[config.mk]
export PLATFORM = sky130hd
export DESIGN_NAME = fetch_unit_flat
export DESIGN_NICKNAME = d
export VERILOG_FILES = /design/src/rtl/cpu_pkg.sv /design/src/rtl/fetch_unit_if.sv /design/src/rtl/fetch_timeout.sv /design/src/rtl/fetch_unit.sv /design/src/flat_wrapper.sv
export SDC_FILE = /design/constraint.sdc
export NUM_CORES = 1
export LEC_CHECK = 0
export CORE_UTILIZATION = 40
export DETAILED_ROUTE_END_ITERATION = 6
export PLACE_DENSITY_LB_ADDON = 0.08
export SYNTH_ARGS = -nofsm -noshare
export SYNTH_HDL_FRONTEND = slang
export SYNTH_HIERARCHICAL = 1
export SYNTH_SLANG_ARGS = --single-unit
[constraint.sdc]
create_clock -name clk -period 2.1 [get_ports clk]
set_input_delay 0.42 -clock clk [delete_from_list [all_inputs] [get_ports clk]]
set_output_delay 0.42 -clock clk [all_outputs]
set_load 0.02 [all_outputs]
[src/rtl/cpu_pkg.sv]
// Shared CPU definitions: word width, fetch FSM state encoding, fetch error
// codes and branch-control encodings used by the fetch and branch stages.
package cpu_pkg;

   localparam int unsigned WORD_W = 32;

   typedef logic [WORD_W-1:0] word_t;

   typedef enum logic [1:0] {
      IDLE  = 2'd0,
      FETCH = 2'd1,
      ISSUE = 2'd2,
      STOP  = 2'd3
   } fetch_state_t;

   typedef enum logic [1:0] {
      ERR_NONE     = 2'b00,
      ERR_MISALIGN = 2'b01,
      ERR_TIMEOUT  = 2'b10
   } fetch_err_t;

   typedef enum logic [2:0] {
      BR_NB  = 3'b000,
      BR_BR  = 3'b001,
      BR_BMI = 3'b010,
      BR_BPL = 3'b011,
      BR_BZ  = 3'b100
   } branch_t;

   // A fetch target is legal only on a 32-bit word boundary.
   function automatic logic word_aligned(input word_t addr);
      return (addr[1:0] == 2'b00);
   endfunction

endpackage

[src/rtl/fetch_unit_if.sv]
// Instruction-memory read port.
//   IMEM_REQ  : read request (fetch side drives)
//   IMEM_ADDR : read address (fetch side drives)
//   IMEM_ACK  : read data valid this cycle (memory side drives)
//   IMEM_DATA : instruction word, qualified by IMEM_ACK (memory side drives)
interface fetch_unit_if;
   import cpu_pkg::*;

   logic  IMEM_REQ;
   word_t IMEM_ADDR;
   logic  IMEM_ACK;
   word_t IMEM_DATA;

   modport master (
      output IMEM_REQ,
      output IMEM_ADDR,
      input  IMEM_ACK,
      input  IMEM_DATA
   );

   modport slave (
      input  IMEM_REQ,
      input  IMEM_ADDR,
      output IMEM_ACK,
      output IMEM_DATA
   );

endinterface

[src/rtl/fetch_timeout.sv]
// Wait counter for an outstanding instruction-memory request.
//   clk, rst : clock and synchronous active-high reset
//   clear    : return the count to zero (takes priority over enable)
//   enable   : advance the count by one
//   tc       : count has reached ACK_TIMEOUT-1, i.e. the current waiting
//              cycle is the last one allowed
module fetch_timeout #(
   parameter int unsigned ACK_TIMEOUT = 16
) (
   input  logic clk,
   input  logic rst,
   input  logic clear,
   input  logic enable,
   output logic tc
);

   localparam logic [7:0] TC_VAL = 8'(ACK_TIMEOUT - 1);

   logic [7:0] count;

   always_ff @(posedge clk) begin
      if (rst || clear) begin
         count <= '0;
      end else if (enable) begin
         count <= count + 8'd1;
      end
   end

   always_comb begin
      tc = (count == TC_VAL);
   end

endmodule

[src/rtl/fetch_unit.sv]
// Instruction fetch unit: requests the word at PC, latches it into IR,
// holds it as the issued instruction until the branch stage resolves the
// next PC or a halt is decoded, and stops on halt, misaligned target or
// memory timeout.
//   clk, rst    : clock, synchronous active-high reset
//   imem        : instruction-memory read port (master side)
//   NPC         : next PC from branch control, taken when NPC_valid
//   NPC_valid   : next-PC strobe, honoured only in ISSUE
//   HALT        : halt for the issued instruction, honoured only in ISSUE
//   PC          : address of the current instruction
//   PC_plus_4   : PC + 4 (wraps at 32 bits)
//   IR          : latched instruction
//   IR_valid    : IR/PC describe an issued instruction
//   INSTR_COUNT : number of issued instructions (wraps)
//   HALTED      : fetch stopped
//   ERR         : 00 none, 01 misaligned NPC, 10 memory timeout
module fetch_unit
   import cpu_pkg::*;
#(
   parameter word_t       RESET_PC    = 32'h0000_0000,
   parameter int unsigned ACK_TIMEOUT = 16
) (
   input  logic             clk,
   input  logic             rst,
   fetch_unit_if.master     imem,
   input  word_t            NPC,
   input  logic             NPC_valid,
   input  logic             HALT,
   output word_t            PC,
   output word_t            PC_plus_4,
   output word_t            IR,
   output logic             IR_valid,
   output word_t            INSTR_COUNT,
   output logic             HALTED,
   output logic [1:0]       ERR
);

   fetch_state_t state, state_n;
   fetch_err_t   err_q;
   word_t        pc_q;
   word_t        ir_q;
   word_t        count_q;

   logic ack_in_fetch;
   logic to_clear;
   logic to_enable;
   logic to_tc;
   logic timed_out;
   logic npc_ok;

   always_comb begin
      ack_in_fetch = (state == FETCH) && imem.IMEM_ACK;
      // Counter sits at zero outside FETCH, so every entry to FETCH starts clean.
      to_clear     = (state != FETCH);
      to_enable    = (state == FETCH) && !imem.IMEM_ACK;
      // ACK in the terminal cycle wins over the timeout.
      timed_out    = to_enable && to_tc;
      npc_ok       = word_aligned(NPC);
   end

   fetch_timeout #(
      .ACK_TIMEOUT (ACK_TIMEOUT)
   ) u_timeout (
      .clk    (clk),
      .rst    (rst),
      .clear  (to_clear),
      .enable (to_enable),
      .tc     (to_tc)
   );

   // State register
   always_ff @(posedge clk) begin
      if (rst) begin
         state <= IDLE;
      end else begin
         state <= state_n;
      end
   end

   // Next-state logic
   always_comb begin
      state_n = state;
      unique case (state)
         IDLE:  state_n = FETCH;
         FETCH: begin
            if (ack_in_fetch) begin
               state_n = ISSUE;
            end else if (timed_out) begin
               state_n = STOP;
            end
         end
         ISSUE: begin
            if (HALT) begin
               state_n = STOP;
            end else if (NPC_valid) begin
               state_n = npc_ok ? FETCH : STOP;
            end
         end
         STOP:  state_n = STOP;
         default: state_n = IDLE;
      endcase
   end

   // Datapath registers
   always_ff @(posedge clk) begin
      if (rst) begin
         pc_q    <= RESET_PC;
         ir_q    <= '0;
         count_q <= '0;
         err_q   <= ERR_NONE;
      end else begin
         if (ack_in_fetch) begin
            ir_q    <= imem.IMEM_DATA;
            count_q <= count_q + 32'd1;
         end else if (timed_out) begin
            err_q <= ERR_TIMEOUT;
         end

         if ((state == ISSUE) && !HALT && NPC_valid) begin
            if (npc_ok) begin
               pc_q <= NPC;
            end else begin
               err_q <= ERR_MISALIGN;
            end
         end
      end
   end

   // Outputs; status strobes are held low while rst is asserted.
   always_comb begin
      imem.IMEM_REQ  = (state == FETCH) && !rst;
      imem.IMEM_ADDR = pc_q;
      IR_valid       = (state == ISSUE) && !rst;
      HALTED         = (state == STOP) && !rst;
      PC             = pc_q;
      PC_plus_4      = pc_q + 32'd4;
      IR             = ir_q;
      INSTR_COUNT    = count_q;
      ERR            = err_q;
   end

endmodule

[src/flat_wrapper.sv]
// flat-port wrapper written by rule: the top's interface ports become plain ports
module fetch_unit_flat import cpu_pkg::*;
#(
   parameter word_t       RESET_PC    = 32'h0000_0000,
   parameter int unsigned ACK_TIMEOUT = 16
)
  (clk, rst, NPC, NPC_valid, HALT, PC, PC_plus_4, IR, IR_valid, INSTR_COUNT, HALTED, ERR, imem_IMEM_REQ, imem_IMEM_ADDR, imem_IMEM_ACK, imem_IMEM_DATA);
  fetch_unit_if imem_i ();
  input  logic clk;
  input  logic rst;
  input  word_t NPC;
  input  logic NPC_valid;
  input  logic HALT;
  output word_t PC;
  output word_t PC_plus_4;
  output word_t IR;
  output logic IR_valid;
  output word_t INSTR_COUNT;
  output logic HALTED;
  output logic [1:0] ERR;
  output wire logic [$bits(imem_i.IMEM_REQ)-1:0] imem_IMEM_REQ;
  output wire logic [$bits(imem_i.IMEM_ADDR)-1:0] imem_IMEM_ADDR;
  input wire logic [$bits(imem_i.IMEM_ACK)-1:0] imem_IMEM_ACK;
  input wire logic [$bits(imem_i.IMEM_DATA)-1:0] imem_IMEM_DATA;
  assign imem_IMEM_REQ = imem_i.IMEM_REQ;
  assign imem_IMEM_ADDR = imem_i.IMEM_ADDR;
  assign imem_i.IMEM_ACK = imem_IMEM_ACK;
  assign imem_i.IMEM_DATA = imem_IMEM_DATA;
  fetch_unit #(.RESET_PC(RESET_PC), .ACK_TIMEOUT(ACK_TIMEOUT)) u_core (.clk(clk), .rst(rst), .imem(imem_i), .NPC(NPC), .NPC_valid(NPC_valid), .HALT(HALT), .PC(PC), .PC_plus_4(PC_plus_4), .IR(IR), .IR_valid(IR_valid), .INSTR_COUNT(INSTR_COUNT), .HALTED(HALTED), .ERR(ERR));
endmodule
==> results by group <==
Run status
  – Outcome: complete, but fails checks
  – Failing checks: setup timing

Yosys
  – Ranking of synthesized cells by area: dfxtp_1, nand2_1, a21oi_1
  – Async set or reset register ratio after synthesis: 0
  – Synth Area in Compound Gates: 0.105
  – Dominant cell type by area after synthesis: dfxtp_1
  – Sequential share of the synthesized area: 0.421
  – Post-synthesis mux area share: 0.0151
  – Ys Warns: 6
  – Simple-gate share of the synthesized area: 0.291
  – Top_reg_cell synth: dfxtp_1
  – Synthesized area: 5130 um2
  – Adder-Cell Fraction of Synth Area: 0.00732
  – Yosys reg bits: 108
  – EDFF count, synth: 0
  – Top cell type's share of synthesized area: 0.421
  – Avg Inst Size Synth: 7.94 um2
  – Synth Net Count: 718
  – Combinational family with the most area after synthesis: simple AND/OR/NAND/NOR gates
  – Xor/xnor share of the synthesized area: 0.0751
  – Yosys cell types: 45
  – Cell count after synthesis: 646

Layout
  – Fillers: 1072
  – Final Util: 0.666
  – Ant. Diodes: 0
  – Fin nets: 973
  – Share of cells above drive strength 1: 0.209
  – Synth-to-Final Area Change: 63.3%
  – Most frequent cells in the layout: clkdlybuf4s50_1, nand2_1, buf_4, dfxtp_1, a21oi_1
  – Most common cell after layout, fill and taps aside: clkdlybuf4s50_1

STA
  – RSZ-0062 raised after global routing: yes
  – # setup viols final: 13
  – Slew @ Worst Pin: 0.742 ns
  – Max Clock Skew: 0.00781 ns
  – Fin Setup TNS: -1.62 ns
  – Fmax: 0.435 GHz
  – Fin crit share: 1.09
  – Worst hold slack: 0.455 ns
  – Final WS setup: -0.199 ns
  – Slew Limit Headroom: 0.505
  – Max Slew Vio Count: 0
  – Final min period: 2.30 ns
  – Final Hold Fails: 0

Worst setup path
  – R2R depth: 4
  – Kind of critical path: register to output pin
  – Req. time, crit path: 1.68 ns
  – Worst r2r dst: u_core/INSTR_COUNT[20]
  – Launch point of the worst reg-to-reg path: u_core/INSTR_COUNT[10]
  – Crit. End Element: output pin
  – Arrival time at the worst endpoint: 1.88 ns
  – Worst-path fanout max: 6
  – Crit path launch type: register
  – R2R Setup Slk: 0.15 ns
  – Critical Path Source: u_core/PC[15]

Drt
  – Via count: 5405
  – Initial DRC count: 271
  – Total wire length: 16000 um
  – Routed wire per std cell: 14.8 um
  – Post-DR vias/cell: 5.01
  – Drt first pass iters: 4
  – ANT nets after route: 0
  – DRC: 0

GRT
  – Grt ovf: 0
  – Largest net degree at the start of global routing: 72
  – First-pass GRT wire length: 24800 um
  – Total GRT Usage: 0.235
  – Vias in the first global route: 5118
  – Antenna violations before repair: 0

Clocking
  – Clock root cell: clkbuf_16
  – Clock transition at path regs: 0.07 ns
  – Clock Latency Late Sink: 0.34 ns
  – Maximum clock insertion buffer count: 2
  – Num Clock Sinks: 108
  – CTS Hold Bufs: 0
  – Num CTS Buffers: 9
  – Htree depth: 3
  – CTS tree: yes

Die
  – Row cnt: 41
  – Die ar.: 13300 um2
  – Die H: 115 um
  – Initial core utilization: 0.408
  – # IOs: 234
  – Core Region: 12600 um2
  – Width of the die: 115 um

Power and ir drop
  – Total power: 4.12 mW
  – Pleak: 3.18 nW
  – VDD IR max: 0.414 mV
  – Pwr dens: 492 nW/um2

Min path
  – Worst hold path type: register to register
  – Worst hold endpoint: u_core/IR[19]
  – Min-delay src: u_core/IR[19]
  – Hold Path Depth: 2

Placed design
  – Buffers on Ports: 233
  – Final GP Congestion: 0.783
  – Placed wire-length estimate: 11800 um

Run
  – Max-Cap Viols: 0
[logic make-up (layout without fill, tap and decap cells)]
| group | count (synthesis) | after routing |
|---|---|---|
| and+or+nand+nor | 305 | 305 |
| DFF | 108 | 108 |
| AOI/OAI and AO/OA | 101 | 101 |
| buffers and inverters | 78 | 338 |
| xor gates and xnor gates | 44 | 44 |
| muxes | 7 | 7 |
| adders and majority gates | 3 | 3 |
[sequential cells by signal, summed over array words and instances (netlist names)]
name                    flops
u_core/ERR                  2
u_core/INSTR_COUNT         32
u_core/IR                  32
u_core/PC                  32
u_core/state                2
u_core/u_timeout/count      8
[report_power, final]
part / total [mW] / leakage (nW) / internal [mW] / switching [mW]
registers: 2.11 / 0.880 / 2.09 / 0.0267
clock network: 1.55 / 0.133 / 0.805 / 0.749
logic: 0.453 / 2.17 / 0.241 / 0.212
total: 4.12 / 3.18 / 3.13 / 0.988
[stage by stage]
step,setup WS [ns],area [um2],std cells
after floorplan,-0.00572,5270,646
after global placement,-0.219,8030,1055
after detailed placement,-0.245,8030,1055
after CTS,-0.171,8270,1075
after global routing,-0.242,8380,1078
final,-0.199,8380,1078
[worst max-delay path, cell delays in order (launching register included)]
cell and delay [ns]:
dfxtp_2 0.34, nand4_1 0.19, nor4_4 0.29, buf_4 0.20, nand4_1 0.13, xnor2_2 0.21
buf_4 0.17
[worst max-delay path by stage]
stage / end / slack (ns)
finish: PC_plus_4[22] / -0.20
global route: PC_plus_4[29] / -0.24
detailed placement: PC_plus_4[22] / -0.25
global placement: PC_plus_4[25] / -0.22
CTS: PC_plus_4[22] / -0.17
floorplan: PC_plus_4[29] / -0.006
[timing repair]
action                     in CTS  in global routing
setup endpoints to repair      29                 23
pin swaps                      10                  5
resized for setup             130                 23
setup buffers                   3                  4
cloned                          1                  0
[layout make-up]
cell class	instances	area (um2)	area share
Clock buffer	10	229	0.0273
Clock inverter	6	40.0	0.00478
Inverter	7	26.3	0.00314
Multi-Input combinational cell	460	2770	0.330
Sequential cell	108	2180	0.260
Tap cell	172	215	0.0257
Timing Repair Buffer	315	2920	0.349
[synth_stat cells, types with 2 or more instances]
library cell and n:
nor2b_1 6, a21oi_1 81, and4_1 6, o21ai_0 8, or3_2 2, or4_1 4
nand4b_1 3, nor2_1 33, inv_1 7, xor2_1 10, and2_1 2, ha_1 3
clkbuf_1 27, a21o_1 2, nand4_1 24, xnor2_1 34, nor3_1 7, nand3_1 31
nor3b_1 4, or3_1 8, nand2_1 149, and3_1 6, o31ai_1 6, buf_4 34
buf_1 6, buf_2 3, nor4_1 7, nand4_2 2, a31o_2 3, mux2_2 6
dfxtp_1 108
[layer usage]
layer | GRT usage | wire, um
met2 | 0.410 | 8000
met1 | 0.281 | 6710
met3 | 0.0559 | 985
met4 | 0.0831 | 298
met5 | 0 | 0
Note: power is estimated with default switching activity, not from simulation.
